==> src/rtl/riscv_pkg.sv <==
// Shared constants and types for the fetch front end.
// Contents: datapath widths, PC increment, default reset PC, canonical NOP,
// and the fetch-queue entry layout {pc, instr}.
package riscv_pkg;

    localparam int unsigned XLEN    = 32;
    localparam int unsigned INSTR_W = 32;

    localparam logic [XLEN-1:0]    PC_STEP          = 32'd4;
    localparam logic [XLEN-1:0]    DEFAULT_RESET_PC = 32'h0000_0000;
    localparam logic [INSTR_W-1:0] INSTR_NOP        = 32'h0000_0013;

    typedef struct packed {
        logic [XLEN-1:0]    pc;
        logic [INSTR_W-1:0] instr;
    } fetch_entry_t;

    localparam int unsigned FETCH_ENTRY_W = XLEN + INSTR_W;

endpackage

==> src/rtl/fetch_fifo.sv <==
// Synchronous fetch queue.
// Ports:
//   clk, rst     clock and asynchronous active-high reset
//   push, din    write request and data; ignored when full unless popping too
//   pop          read request; ignored when empty
//   flush        empties the queue; overrides push and pop
//   dout         head entry, zero while empty
//   full, empty  occupancy flags
module fetch_fifo
    import riscv_pkg::*;
#(
    parameter int unsigned DEPTH = 2,
    parameter int unsigned WIDTH = FETCH_ENTRY_W
) (
    input  logic             clk,
    input  logic             rst,
    input  logic             push,
    input  logic             pop,
    input  logic             flush,
    input  logic [WIDTH-1:0] din,
    output logic [WIDTH-1:0] dout,
    output logic             full,
    output logic             empty
);

    localparam int unsigned AW = $clog2(DEPTH);
    localparam logic [AW:0] PTR_ONE = 1;

    // Pointers carry one extra wrap bit to tell full from empty.
    logic [AW:0]      wptr_q, wptr_d, rptr_q, rptr_d;
    logic [WIDTH-1:0] mem_q [DEPTH];
    logic [WIDTH-1:0] mem_d [DEPTH];
    logic             do_push, do_pop;

    assign empty   = (wptr_q == rptr_q);
    assign full    = (wptr_q[AW] != rptr_q[AW]) && (wptr_q[AW-1:0] == rptr_q[AW-1:0]);
    assign do_pop  = pop && !empty;
    // Full-and-popping may still write: the freed slot is the one being overwritten.
    assign do_push = push && (!full || do_pop);
    assign dout    = empty ? '0 : mem_q[rptr_q[AW-1:0]];

    always_comb begin
        mem_d  = mem_q;
        wptr_d = wptr_q;
        rptr_d = rptr_q;
        if (flush) begin
            wptr_d = '0;
            rptr_d = '0;
        end else begin
            if (do_push) begin
                mem_d[wptr_q[AW-1:0]] = din;
                wptr_d                = wptr_q + PTR_ONE;
            end
            if (do_pop) begin
                rptr_d = rptr_q + PTR_ONE;
            end
        end
    end

    always_ff @(posedge clk or posedge rst) begin
        if (rst) begin
            wptr_q <= '0;
            rptr_q <= '0;
            for (int i = 0; i < int'(DEPTH); i++) begin
                mem_q[i] <= '0;
            end
        end else begin
            wptr_q <= wptr_d;
            rptr_q <= rptr_d;
            mem_q  <= mem_d;
        end
    end

endmodule

==> src/rtl/instruction_fetch.sv <==
// Fetch stage: owns the PC, reads the combinational instruction memory, queues
// {pc, instr} and hands entries to decode over valid/ready. A redirect flushes
// the queue and restarts fetch at the word-aligned target.
// Ports:
//   clk, rst                     clock and asynchronous active-high reset
//   imem_addr / imem_instr       instruction memory address (= pc) and returned word
//   redirect_valid / redirect_pc restart request and target byte address
//   if_valid / if_ready          decode handshake
//   if_pc / if_instr             head entry presented to decode
//   misaligned_err               pulse the cycle after a redirect with target[1:0] != 0
module instruction_fetch
    import riscv_pkg::*;
#(
    parameter logic [XLEN-1:0] RESET_PC   = DEFAULT_RESET_PC,
    parameter int unsigned     FIFO_DEPTH = 2
) (
    input  logic               clk,
    input  logic               rst,
    output logic [XLEN-1:0]    imem_addr,
    input  logic [INSTR_W-1:0] imem_instr,
    input  logic               redirect_valid,
    input  logic [XLEN-1:0]    redirect_pc,
    output logic               if_valid,
    input  logic               if_ready,
    output logic [XLEN-1:0]    if_pc,
    output logic [INSTR_W-1:0] if_instr,
    output logic               misaligned_err
);

    logic [XLEN-1:0]          pc_q, pc_d;
    logic                     misaligned_err_q, misaligned_err_d;
    logic                     fifo_full, fifo_empty;
    logic                     deq, enq;
    fetch_entry_t             push_entry, head_entry;
    logic [FETCH_ENTRY_W-1:0] fifo_din, fifo_dout;

    assign imem_addr = pc_q;

    // The head is hidden during a redirect so nothing stale is consumed.
    assign if_valid = !fifo_empty && !redirect_valid;
    assign deq      = if_valid && if_ready;
    assign enq      = !redirect_valid && (!fifo_full || deq);

    assign push_entry = '{pc: pc_q, instr: imem_instr};
    assign fifo_din   = push_entry;
    assign head_entry = fifo_dout;
    assign if_pc      = head_entry.pc;
    assign if_instr   = head_entry.instr;

    assign misaligned_err = misaligned_err_q;

    always_comb begin
        pc_d             = pc_q;
        misaligned_err_d = 1'b0;
        if (redirect_valid) begin
            pc_d             = {redirect_pc[XLEN-1:2], 2'b00};
            misaligned_err_d = |redirect_pc[1:0];
        end else if (enq) begin
            pc_d = pc_q + PC_STEP;
        end
    end

    always_ff @(posedge clk or posedge rst) begin
        if (rst) begin
            pc_q             <= RESET_PC;
            misaligned_err_q <= 1'b0;
        end else begin
            pc_q             <= pc_d;
            misaligned_err_q <= misaligned_err_d;
        end
    end

    fetch_fifo #(
        .DEPTH(FIFO_DEPTH),
        .WIDTH(FETCH_ENTRY_W)
    ) u_fetch_fifo (
        .clk  (clk),
        .rst  (rst),
        .push (enq),
        .pop  (deq),
        .flush(redirect_valid),
        .din  (fifo_din),
        .dout (fifo_dout),
        .full (fifo_full),
        .empty(fifo_empty)
    );

endmodule
==> config.mk <==
export PLATFORM = sky130hd
export DESIGN_NAME = instruction_fetch
export DESIGN_NICKNAME = d
export VERILOG_FILES = /design/src/rtl/riscv_pkg.sv /design/src/rtl/fetch_fifo.sv /design/src/rtl/instruction_fetch.sv
export SDC_FILE = /design/constraint.sdc
export NUM_CORES = 1
export LEC_CHECK = 0
export ABC_AREA = 1
export BUFFER_PORTS_ARGS = -buffer_cell sky130_fd_sc_hd__buf_2
export CORE_MARGIN = 2
export CORE_UTILIZATION = 35
export CTS_CLUSTER_DIAMETER = 150
export DETAILED_ROUTE_END_ITERATION = 12
export MAX_ROUTING_LAYER = met4
export PLACE_DENSITY = 0.57
export SLEW_MARGIN = 20
export SYNTH_ARGS = -nofsm -noshare
export SYNTH_HDL_FRONTEND = slang
export SYNTH_SLANG_ARGS = --single-unit
==> constraint.sdc <==
create_clock -name clk -period 6.5 [get_ports clk]
set_input_delay 1.95 -clock clk [delete_from_list [all_inputs] [get_ports clk]]
set_output_delay 1.95 -clock clk [all_outputs]
set_load 0.05 [all_outputs]
* After elaboration in Yosys (flattened, before gate mapping)
Cells that the tools add are included.
** Word-level totals
- Input port bits :: 68
- Logic and storage cells :: 49
- Bits in registers :: 165
- Output and inout port bits :: 98
** Operators by class
- Bitwise operators :: 3
- Reduce and logical (&&, ||, !) cells :: 17
- Order comparisons :: 3
- Muxes and demuxes :: 14
- $add $sub $neg :: 3
- Eq/ne operators :: 3
** Operators with widths (count)
- 2-to-1 mux 64 bit :: 5
- bitwise mux 128 bit :: 1
- demux 64 bit (select 1 bit) :: 1
- 2-to-1 mux 32 bit :: 2
- adder 32 x 3 -> 32 bit, second input constant :: 1
- 2-to-1 mux 2 bit :: 4
- logical AND 1 bit :: 7
- nonzero test 2 bit :: 3
- adder 2 x 1 -> 2 bit, second input constant :: 2
- greater-or-equal comparator 2 bit, second input constant :: 2
- NOT 1 -> 2 bit :: 2
- logical NOT 1 bit :: 3
- == test 2 bit :: 1
- logical OR 1 bit :: 2
- less-than comparator 2 x 1 -> 1 bit, second input constant :: 1
- AND reduction 2 bit :: 1
- OR reduction 2 bit :: 1
- == test 1 bit :: 1
- 2-to-1 mux 1 bit :: 1
- inequality test 1 bit :: 1
- NOT 1 bit :: 1

* Longest topological paths before layout
- Word-level depth :: 9
- Gate-level depth with buffers :: 11
- Mapped depth without buffers :: 11

* By module
Synthesis repeated with hierarchy kept, for this count alone.
** Unflattened totals
- Cells, all modules :: 1179
- Area, all modules :: 8648.3 µm²
** Modules (own cells, without submodules)
- fetch_fifo :: instances 1, area an instance 6381.1 µm², cells an instance 822, sequential area each 3303.2 µm²
- instruction_fetch :: instances 1, area an instance 2267.2 µm², cells an instance 357, sequential area each 775.7 µm²

* Least setup slack after synthesis
Ideal clock, no wire load.
- Path kind :: in2out
- Start :: in redirect_valid
- End :: out if_valid
- Required time :: 4550 ps
- Stages :: 3
- Buffers on the path :: 2
- Arrival time :: 2968 ps
- Setup slack :: 1582 ps
- Path through :: clkbuf_1 clkbuf_1 nor2_1
** On the way
- Longest elaborated chain between the ends :: 2
** RTL lines
- from (decl) :: RTL line instruction_fetch.sv:21 : input logic redirect_valid,
- logical NOT 1 bit :: RTL line instruction_fetch.sv:40 : assign if_valid = !fifo_empty && !redirect_valid;
- logical AND 1 bit :: RTL line instruction_fetch.sv:40
- to (decl) :: RTL line instruction_fetch.sv:23 : output logic if_valid,
Every way passes these cells.

* Final worst setup path
- Start :: reg u_fetch_fifo.rptr_q[0]
- End :: out if_instr[11]
** On the way
- Longest elaborated chain between the ends :: 5
- Elaborated cells on any way between the ends :: 6
- Those cells by class :: eq/ne: 1; mux: 4; bitwise: 1
** RTL lines
- from (decl) :: RTL line fetch_fifo.sv:30 : logic [AW:0] wptr_q, wptr_d, rptr_q, rptr_d;
- from (signal assigned) :: RTL line fetch_fifo.sv:69 : rptr_q <= rptr_d;
- NOT 1 -> 2 bit (not written as such) :: RTL line fetch_fifo.sv:40 : assign dout = empty ? '0 : mem_q[rptr_q[AW-1:0]];
- 2-to-1 mux 64 bit (not written as such) (3 in a row) :: RTL line fetch_fifo.sv:40
- 2-to-1 mux 64 bit (*) :: RTL line fetch_fifo.sv:40
- to (decl) :: RTL line instruction_fetch.sv:26 : output logic [INSTR_W-1:0] if_instr,
Mark *: on every way between the ends. The rest lies on a longest branch, timed or not. The select of a mux whose other input is x is not followed.

==> summary.md <==
| Metric | Value |
|---|---|
| Post-synthesis register bit count | `159` |
| Worst hold path type | `register to register` |
| CP Capture Type | `output port` |
| Final Net Count | `1265` |
| FFs w/ async S/R, synth | `100%` |
| Largest area contributor in the netlist | `dfrtp_1` |
| Leak | `4.79 nW` |
| Sequential fraction of the synthesis area | `50.6%` |
| Clk_lat worst skew | `0.43 ns` |
| Worst VDD drop | `0.000186 V` |
| Detailed Route WL | `22600 um` |
| Remaining DRCs | `0` |
| Die Span Y | `154 um` |
| Critical-path top delay cell | `dfrtp_2` |
| Total design power | `4.60 mW` |
| Sink Count | `159` |
| Vias/cell | `4.84` |
| Worst path max stage delay | `0.61 ns` |
| Bufs on Longest Clock Path | `2` |
| Antenna diodes | `0` |
| Via count | `7211` |
| DR pass1 iterations | `5` |
| CTS tree | `done` |
| Top delay family on crit path | `buffers and inverters` |
| Post-Route Utilization | `42.8%` |
| Max Cap Violations | `0` |
| CP bufs+invs | `3` |
| Max transition margin | `39.7%` |
| Post-DP HPWL | `15200 um` |
| Area share of the leading cell type in the synthesized netlist | `50.6%` |
| Post_cts resized | `0` |
| Main flop type after synthesis | `dfrtp_1` |
| Layout cells sized above 1 | `17.8%` |
| Core region area | `22000 um2` |
| Area grow syn2layout | `19.7%` |
| Largest net degree at the start of global routing | `99` |
| Initial antenna violation count | `0` |
| H-tree lvl count | `4` |
| Final setup viols | `0` |
| All-Layer GR Usage | `20.0%` |
| # fillers | `2368` |
| Status | `finished, final reports clean` |
| Post-CTS Setup Bufs | `0` |
| Fin. max-slew vios | `0` |
| Cell variety after synth | `24` |
| Most frequent cell after synthesis | `nand2_1` |
| Power Density | `489 nW/um2` |
| Antenna Nets Post-Route | `0` |
| Ys Warns | `0` |
| Post-route setup TNS | `0 ns` |
| Final hold violation count | `0` |
| CTS Root Cell | `clkbuf_16` |
| Vias in the first global route | `6914` |
| Gp weighted congestion | `0.887` |
| Multi-input gate area | `3290 um2` |
| Initial DRC Count | `555` |
| Synth cell count leaders | `nand2_1 (432), dfrtp_1 (159), o21ai_0 (107), inv_1 (82), a21oi_1 (62)` |
| Mapped Area | `7860 um2` |
| Worst Path Required | `4.55 ns` |
| Post-CTS Hold Buffers | `0` |
| CP Max Fanout | `38` |
| Synth area leaders | `dfrtp_1 (51%), nand2_1 (21%), o21ai_0 (6.8%)` |
| First-pass GRT wire length | `36400 um` |
| Die width | `154 um` |
| WL per Instance | `15.2 um` |
| Remaining global-route overflow | `0` |
| Number of buffers created by CTS | `17` |
| Row count | `54` |
| Storage element area | `3980 um2` |
| Tmin final | `4.83 ns` |
| Cell count after synthesis | `1064` |
| Port bufs | `161` |
| Critical path class | `register to output port` |
| Fmax | `207 MHz` |
| Startpoint types | `register` |
| Tightest Pin Transition | `0.903 ns` |
| Initial cell density of the core | `35.8%` |
| Mean post-synth cell area | `7.39 um2` |
| Clk slew on worst S/H paths | `0.07 ns` |
| Crit-path cells | `xnor2_1 > nand2_1 > inv_2 > buf_4 > a21oi_1 > buf_2` |
| Fin crit share | `74.3%` |
| RSZ-0062 raised after global routing | `false` |
| Post-synth EDFFs | `0` |
| Ports | `166` |
| Die area | `23700 um2` |
| Clk_skew | `0.0119 ns` |
| Crit path DAT | `2.88 ns` |
## layout make-up
| cell class | instances | area share (%) |
|---|---|---|
| well taps | 280 | 3.72 |
| clock inverters | 15 | 1.65 |
| multi-input cells | 764 | 35.0 |
| clock buffers | 17 | 4.52 |
| flip-flops and latches | 159 | 42.3 |
| repair buffers | 170 | 9.41 |
| inverters | 84 | 3.40 |
## registers in the layout, indices dropped and copies added, names as in the netlist
register / flops
imem_addr: 30
misaligned_err: 1
u_fetch_fifo.mem_q: 124
u_fetch_fifo.rptr_q: 2
u_fetch_fifo.wptr_q: 2
## kinds of logic (layout without fill, tap and decap cells)
| kind of cell | Yosys count | in the layout | share of synthesized area (%) |
|---|---|---|---|
| and+or+nand+nor | 545 | 545 | 27.1 |
| AOI/OAI and AO/OA | 207 | 207 | 13.5 |
| DFF | 159 | 159 | 50.6 |
| buffers and inverters | 144 | 286 | 7.85 |
| xor gates and xnor gates | 7 | 7 | 0.780 |
| adders and majority gates | 1 | 1 | 0.159 |
| other | 1 | 4 | 0.0477 |
## power by group
part	leakage [nW]	internal [mW]	switching [mW]	total [mW]
logic	2.56	0.472	1.55	2.02
clock network	0.276	0.540	0.446	0.986
registers	1.96	1.35	0.250	1.60
## final timing paths
path	start	to	slack [ns]	cells after the start
hold reg to reg	u_fetch_fifo.mem_q[19]	u_fetch_fifo.mem_q[19]	0.49	2
hold / removal	u_fetch_fifo.mem_q[19]	u_fetch_fifo.mem_q[19]	0.49	2
max in group asynchronous	rst	u_fetch_fifo.mem_q[93]	3.81	3
min in group asynchronous	rst	u_fetch_fifo.mem_q[64]	1.56	2
setup / recovery	u_fetch_fifo.rptr_q[0]	if_instr[11]	1.67	6
setup reg to reg	u_fetch_fifo.rptr_q[0]	u_fetch_fifo.mem_q[17]	3.77	6
## per-stage QoR
stage / cell area, um2 / setup slack [ns] / std cells / hold WS [ns]
floorplan: 7870 / 0.258 / 1067 / 0.453
global placement: 8830 / 1.74 / 1457 / 0.466
detailed placement: 8830 / 1.73 / 1457 / 0.469
CTS: 9410 / 1.60 / 1489 / 0.487
global route: 9410 / 1.46 / 1489 / 0.501
finish: 9410 / 1.67 / 1489 / 0.485
## cells in the final DEF (no fill, tap or decap), drive strengths merged, types with 2 or more instances in the layout
| cell type | instances |
|---|---|
| inv | 90 |
| clkinvlp | 3 |
| clkbuf | 17 |
| nor2 | 57 |
| xor2 | 6 |
| or2 | 3 |
| buf | 170 |
| nand4 | 2 |
| nand3 | 50 |
| o211ai | 3 |
| dfrtp | 159 |
| clkinv | 5 |
| a21oi | 62 |
| a31oi | 3 |
| conb | 4 |
| o21ai | 138 |
| nand2 | 433 |
## routing by layer
metal	routed length [um]	share of wire, %	track usage (%)	vias up
met1	11400	50	28.2	3344
met2	9610	43	29.2	207
met4	488	2.2	6.19	0
li1	-	-	-	3630
met3	1100	4.9	3.66	30
met5	0	0	-	-
## tightest hold or removal path: stages (launching register included)
cell and delay (ns):
dfrtp_1 0.34, nand2_1 0.05, o21ai_0 0.06
Power figures use the tool's default switching activity.
